--- src/rtl/exc_requester_pkg.sv ---
// rtl/exc_requester_pkg.sv - shared constants for the MEM-stage exception requester
//
// Holds exc_type bit positions, mem_flags bit positions, badvaddr select codes,
// the requester FSM encoding and the general exception vector.
package exc_requester_pkg;

    // exc_type one-hot bit positions as seen by CP0
    localparam int EXC_BRK     = 0;
    localparam int EXC_SYSCALL = 1;
    localparam int EXC_RI      = 2;
    localparam int EXC_OV      = 3;
    localparam int EXC_TRAP    = 4;
    localparam int EXC_ERET    = 5;
    localparam int EXC_ADEL    = 6;
    localparam int EXC_ADES    = 7;

    // mem_flags = {adel_fetch, ri, syscall, brk, ov, trap, eret, adel_data, ades_data}
    localparam int FLG_ADES_DATA  = 0;
    localparam int FLG_ADEL_DATA  = 1;
    localparam int FLG_ERET       = 2;
    localparam int FLG_TRAP       = 3;
    localparam int FLG_OV         = 4;
    localparam int FLG_BRK        = 5;
    localparam int FLG_SYSCALL    = 6;
    localparam int FLG_RI         = 7;
    localparam int FLG_ADEL_FETCH = 8;

    // Source of badvaddr for the selected exception
    localparam logic [1:0] BADV_NONE  = 2'd0;
    localparam logic [1:0] BADV_PC    = 2'd1;
    localparam logic [1:0] BADV_DADDR = 2'd2;

    // Requester FSM
    localparam logic [0:0] ST_RUN  = 1'b0;
    localparam logic [0:0] ST_HOLD = 1'b1;

    localparam logic [31:0] EXC_VECTOR = 32'hbfc00380;

endpackage

--- src/rtl/exc_prio_enc.sv ---
// rtl/exc_prio_enc.sv - 9-bit exception priority to one-hot encoder
//
// Ports:
//   flags_i    [8:0] per-instruction exception flags (mem_flags layout)
//   onehot_o   [7:0] exc_type one-hot of the highest-priority flag, 0 if none
//   badv_sel_o [1:0] which address feeds badvaddr (BADV_* codes)
module exc_prio_enc
    import exc_requester_pkg::*;
(
    input  logic [8:0] flags_i,
    output logic [7:0] onehot_o,
    output logic [1:0] badv_sel_o
);

    // Fetch-side faults outrank decode faults, which outrank execute and
    // data-access faults; both address errors on load map to the AdEL bit.
    always_comb begin
        onehot_o   = 8'h00;
        badv_sel_o = BADV_NONE;
        if (flags_i[FLG_ADEL_FETCH]) begin
            onehot_o[EXC_ADEL] = 1'b1;
            badv_sel_o         = BADV_PC;
        end else if (flags_i[FLG_RI]) begin
            onehot_o[EXC_RI] = 1'b1;
        end else if (flags_i[FLG_SYSCALL]) begin
            onehot_o[EXC_SYSCALL] = 1'b1;
        end else if (flags_i[FLG_BRK]) begin
            onehot_o[EXC_BRK] = 1'b1;
        end else if (flags_i[FLG_OV]) begin
            onehot_o[EXC_OV] = 1'b1;
        end else if (flags_i[FLG_TRAP]) begin
            onehot_o[EXC_TRAP] = 1'b1;
        end else if (flags_i[FLG_ERET]) begin
            onehot_o[EXC_ERET] = 1'b1;
        end else if (flags_i[FLG_ADEL_DATA]) begin
            onehot_o[EXC_ADEL] = 1'b1;
            badv_sel_o         = BADV_DADDR;
        end else if (flags_i[FLG_ADES_DATA]) begin
            onehot_o[EXC_ADES] = 1'b1;
            badv_sel_o         = BADV_DADDR;
        end
    end

endmodule

--- src/rtl/exc_requester.sv ---
// rtl/exc_requester.sv - MEM-stage exception requester toward CP0
//
// Ports:
//   clk, rst                   clock, synchronous active-high reset
//   mem_valid/mem_stall        MEM holds a real instruction / it is not advancing
//   mem_pc, mem_daddr          instruction PC and data virtual address
//   mem_is_delayslot/branch    delay-slot and branch markers of the MEM instruction
//   mem_flags [8:0]            exception flags
//   exc_en, PC_exc             CP0 acceptance and target (same cycle)
//   if_ready                   fetch accepts the redirect
//   exc_type, victim_inst_addr, is_delayslot, badvaddr   request to CP0
//   flush                      kill IF..MEM this cycle
//   redirect_valid/redirect_pc held fetch redirect
module exc_requester
    import exc_requester_pkg::*;
#(
    parameter logic [31:0] RESET_PC = 32'hbfc00000
) (
    input  logic        clk,
    input  logic        rst,
    input  logic        mem_valid,
    input  logic        mem_stall,
    input  logic [31:0] mem_pc,
    input  logic        mem_is_delayslot,
    input  logic        mem_is_branch,
    input  logic [8:0]  mem_flags,
    input  logic [31:0] mem_daddr,
    input  logic        exc_en,
    input  logic [31:0] PC_exc,
    input  logic        if_ready,
    output logic [7:0]  exc_type,
    output logic [31:0] victim_inst_addr,
    output logic        is_delayslot,
    output logic [31:0] badvaddr,
    output logic        flush,
    output logic        redirect_valid,
    output logic [31:0] redirect_pc
);

    logic [0:0]  state_q, state_d;
    logic [31:0] redirect_pc_q, redirect_pc_d;
    logic [31:0] next_pc_q, next_pc_d;
    logic        br_q, br_d;

    logic [7:0]  enc_onehot;
    logic [1:0]  enc_badv_sel;
    logic        in_run;
    logic        raise_ok;
    logic        commit;

    exc_prio_enc u_enc (
        .flags_i    (mem_flags),
        .onehot_o   (enc_onehot),
        .badv_sel_o (enc_badv_sel)
    );

    assign in_run = (state_q == ST_RUN) && !rst;

    // Only an advancing instruction in RUN may raise, so a stalled or
    // already-flushed instruction is never reported to CP0 twice.
    assign raise_ok = in_run && mem_valid && !mem_stall;

    assign exc_type = raise_ok ? enc_onehot : 8'h00;

    always_comb begin
        badvaddr = 32'h0;
        if (raise_ok) begin
            case (enc_badv_sel)
                BADV_PC:    badvaddr = mem_pc;
                BADV_DADDR: badvaddr = mem_daddr;
                default:    badvaddr = 32'h0;
            endcase
        end
    end

    // Interrupts arrive with exc_type = 0 and may be taken under stall,
    // so acceptance depends only on RUN and exc_en.
    assign flush = in_run && exc_en;

    // In a bubble the interrupt victim is the next instruction to commit.
    assign victim_inst_addr = mem_valid ? mem_pc : next_pc_q;
    assign is_delayslot     = mem_valid ? mem_is_delayslot : br_q;

    assign commit = mem_valid && !mem_stall && !flush;

    assign redirect_valid = (state_q == ST_HOLD);
    assign redirect_pc    = redirect_pc_q;

    always_comb begin
        state_d       = state_q;
        redirect_pc_d = redirect_pc_q;
        next_pc_d     = next_pc_q;
        br_d          = br_q;

        if (commit) begin
            next_pc_d = mem_pc + 32'd4;
            br_d      = mem_is_branch;
        end

        case (state_q)
            ST_RUN: begin
                if (exc_en) begin
                    state_d       = ST_HOLD;
                    redirect_pc_d = PC_exc;
                end
            end
            ST_HOLD: begin
                // Fetch resumes at the redirect target, which becomes the
                // next committing PC; it is never in a delay slot.
                if (if_ready) begin
                    state_d   = ST_RUN;
                    next_pc_d = redirect_pc_q;
                    br_d      = 1'b0;
                end
            end
            default: state_d = ST_RUN;
        endcase
    end

    always_ff @(posedge clk) begin
        if (rst) begin
            state_q       <= ST_RUN;
            redirect_pc_q <= 32'h0;
            next_pc_q     <= RESET_PC;
            br_q          <= 1'b0;
        end else begin
            state_q       <= state_d;
            redirect_pc_q <= redirect_pc_d;
            next_pc_q     <= next_pc_d;
            br_q          <= br_d;
        end
    end

endmodule

--- config.mk ---
export PLATFORM = sky130hd
export DESIGN_NAME = exc_requester
export DESIGN_NICKNAME = d
export VERILOG_FILES = /design/src/rtl/exc_requester_pkg.sv /design/src/rtl/exc_prio_enc.sv /design/src/rtl/exc_requester.sv
export SDC_FILE = /design/constraint.sdc
export NUM_CORES = 1
export LEC_CHECK = 0
export ABC_AREA = 1
export CAP_MARGIN = 15
export CORE_ASPECT_RATIO = 1.2
export CORE_MARGIN = 8
export CORE_UTILIZATION = 60
export CTS_BUF_LIST = sky130_fd_sc_hd__clkbuf_2
export CTS_CLUSTER_DIAMETER = 80
export DETAILED_ROUTE_END_ITERATION = 7
export DONT_BUFFER_PORTS = 1
export MAX_ROUTING_LAYER = met4
export PLACE_DENSITY_LB_ADDON = 0.2
export SLEW_MARGIN = 5
export SYNTH_ARGS = -nofsm -noshare
export SYNTH_HDL_FRONTEND = slang
export SYNTH_SLANG_ARGS = --single-unit
--- constraint.sdc ---
create_clock -name clk -period 1.7 [get_ports clk]
set_input_delay 0.17 -clock clk [delete_from_list [all_inputs] [get_ports clk]]
set_output_delay 0.17 -clock clk [all_outputs]
set_load 0.02 [all_outputs]
==> results.json <==
{
  "crit_family": "simple AND/OR/NAND/NOR gates",
  "p_seq_frac": 0.437,
  "post-synth-top-area-fraction": 0.293,
  "synth_nets": 869,
  "drc_errors": 34,
  "root_buffer": "clkbuf_2",
  "fin_crit_sh": 1.15,
  "synth_edf_count": 0,
  "viasPerCell": 6.55,
  "via_count": 6363,
  "first_pass_iters": 8,
  "power_density_mw_per_mm2": 705,
  "slew_headroom": 0.713,
  "numCtsBuffers": 9,
  "yosysTopAreaCell": "dfxtp_1",
  "timing.final.ws_setup_ps": -262,
  "ant_nets": 0,
  "layout-drive-gt1-share": 0.179,
  "rsz0062_at_grt": "yes",
  "finalMaxSlewViolations": 0,
  "clk_latency_ps": 540,
  "first_iter_violations": 1016,
  "synth.area.top_cells": "dfxtp_1, nand2_1, a21oi_1",
  "p_sw_mw": 1.56,
  "fin_crit_ps": 1960,
  "setup_viol_count_final": 41,
  "port_buffers": 0,
  "drv_cap": 0,
  "worstSetupEndpointType": "output pin",
  "finClkSkew_ps": 25.3,
  "fin_cells": 972,
  "fin_util": 0.844,
  "mostFrequentLayoutCells": "nand2_1, a21oi_1, buf_4",
  "synthArstFlopShare": 0,
  "fp.dieArea_mm2": 0.0106,
  "cts_tree": "done",
  "grt_pass1_vias": 6083,
  "worstPathRequired_ps": 1530,
  "antenna_found_initial": 0,
  "crit_arrival_ps": 1790,
  "status": "finished with violations",
  "yosysSeqAreaShare": 0.293,
  "pwr-share-clk": 0.300,
  "p_total_mw": 4.32,
  "htree_levels": 3,
  "cpPeakStageDelay_ps": 390,
  "path_cells": "nor2_4, nand2_4, nor2_4, nand2_4, nor4b_2, buf_4",
  "crit_type": "flop to output pin",
  "syn_area_per_cell_um2": 5.98,
  "grt_max_degree": 36,
  "diodes": 0,
  "synth_warnings": 0,
  "cp-start-kind": "flop",
  "critPathBufInv": 1,
  "die_x_um": 95.2,
  "nets": 992,
  "multi_input_area_mm2": 0.00288,
  "dpl-instance-area_mm2": 0.00509,
  "area_growth_pct": 36.1,
  "violations": "design-rule violations, negative hold slack, negative setup slack",
  "p_leak_nw": 2.69,
  "mostFrequentLayoutCell": "nand2_1",
  "path_clk_slew_ps": 220,
  "slowest_stage": "dfxtp_2",
  "worst_ir_drop_vdd_uv": 797,
  "grt_overflow_total": 0,
  "synth_area_mm2": 0.00451,
  "switching_share": 0.360,
  "fmax_ghz": 0.510,
  "postLayoutCellArea_mm2": 0.00614,
  "p_int_mw": 2.77,
  "hpwl_um": 13000,
  "grt_pass1_wl_um": 32100,
  "grt_use_total": 0.390,
  "synth_cell_type_count": 31,
  "hold_path_class": "input port to flop",
  "initial_core_util": 0.620,
  "routed_wl_um": 22000,
  "ys.flop_type": "dfxtp_1",
  "fillers": 444,
  "place_inst": 882,
  "hold_slack_ps": -48.1,
  "chipHeight_um": 111,
  "pwr-share-comb": 0.263,
  "crit_path_max_fanout": 3,
  "routedWlPerCell_um": 22.6,
  "syn_inst": 755,
  "core-area_mm2": 0.00727,
  "hold_viol": 4,
  "cts_buffer_depth": 2,
  "rows": 34,
  "worst_slew_pin_slew_ps": 425,
  "io-pin-count": 220,
  "gp_congestion": 0.934,
  "seqCellArea_mm2": 0.00132,
  "ys_ff_latch": 66,
  "clkSinkCount": 66
}
[worst paths after layout]
path	start	endpoint	slack, ps	cells after the start
setup / recovery	redirect_valid	exc_type[7]	-260	6
hold / removal	mem_pc[6]	next_pc_q[6]	-50	4
setup reg to reg	redirect_valid	next_pc_q[4]	30	9
hold reg to reg	br_q	br_q	550	2
[stage by stage]
stage	setup WS [ps]	TNS (ps)
after floorplan	107	0
after global routing	-348	-8310
after global placement	258	0
final	-262	-5860
after CTS	-138	-1560
after detailed placement	237	0
[worst register-to-register path, cell delays in order, from the launching register on]
cell,delay [ps]
dfxtp_2,390
nor2_4,130
buf_4,130
buf_4,110
nand2_4,50
nand2_2,120
buf_6,250
o21ai_0,130
o21ai_1,220
inv_1,80
[state kept, by name, indices dropped and copies added (netlist names)]
signal / cells
br_q: 1
redirect_pc: 32
next_pc_q: 32
redirect_valid: 1
[cell usage after synthesis, drive strengths merged (3+ instances only)]
cell type and number:
nand2 230, a21oi 107, nor2 90, o21ai 71
dfxtp 66, inv 60, nand4 32, clkbuf 25
nand3 23, buf 18, nand3b 8, xor2 5
a22oi 4, o32ai 3
[layout make-up]
class,instances,area share
multi-input cells,584,0.469
repair buffers,155,0.233
flip-flops and latches,66,0.215
inverters,62,0.0383
clock inverters,6,0.0188
well taps,90,0.0183
clock buffers,9,0.00734
[cell families after synthesis]
kind of cell,after synthesis,synth area share
flops,66,0.293
compound gates,187,0.213
simple gates,390,0.387
fa+ha+maj,1,0.00277
xor+xnor,6,0.0116
buf+inv,105,0.0926
[timing repair]
item,CTS,global route
pin swaps,3,6
hold endpoints to repair,64,5
endpoints found under the setup margin,41,48
cloned,2,0
hold buffers,64,2
resized for setup,9,24
buffers inserted,1,7
[metal layers]
layer | global-route usage | vias to the layer above | wire length (um) | share of wire
met2 | 0.626 | 646 | 10000 | 0.46
met3 | 0.124 | 176 | 3350 | 0.15
met4 | 0.214 | 0 | 1420 | 0.065
li1 | - | 2732 | - | -
met1 | 0.410 | 2809 | 7180 | 0.33
met5 | - | - | 0 | 0
[power by group through the flow]
stage / sequential (mW) / clock (mW) / combinational (mW)
after floorplan: 1.87 / 0 / 0.623
after global placement: 1.89 / 0 / 0.823
after detailed placement: 1.90 / 0 / 0.847
after CTS: 1.87 / 1.24 / 1.02
after global routing: 1.90 / 1.35 / 1.20
final: 1.89 / 1.30 / 1.14
Power figures use the tool's default switching activity.
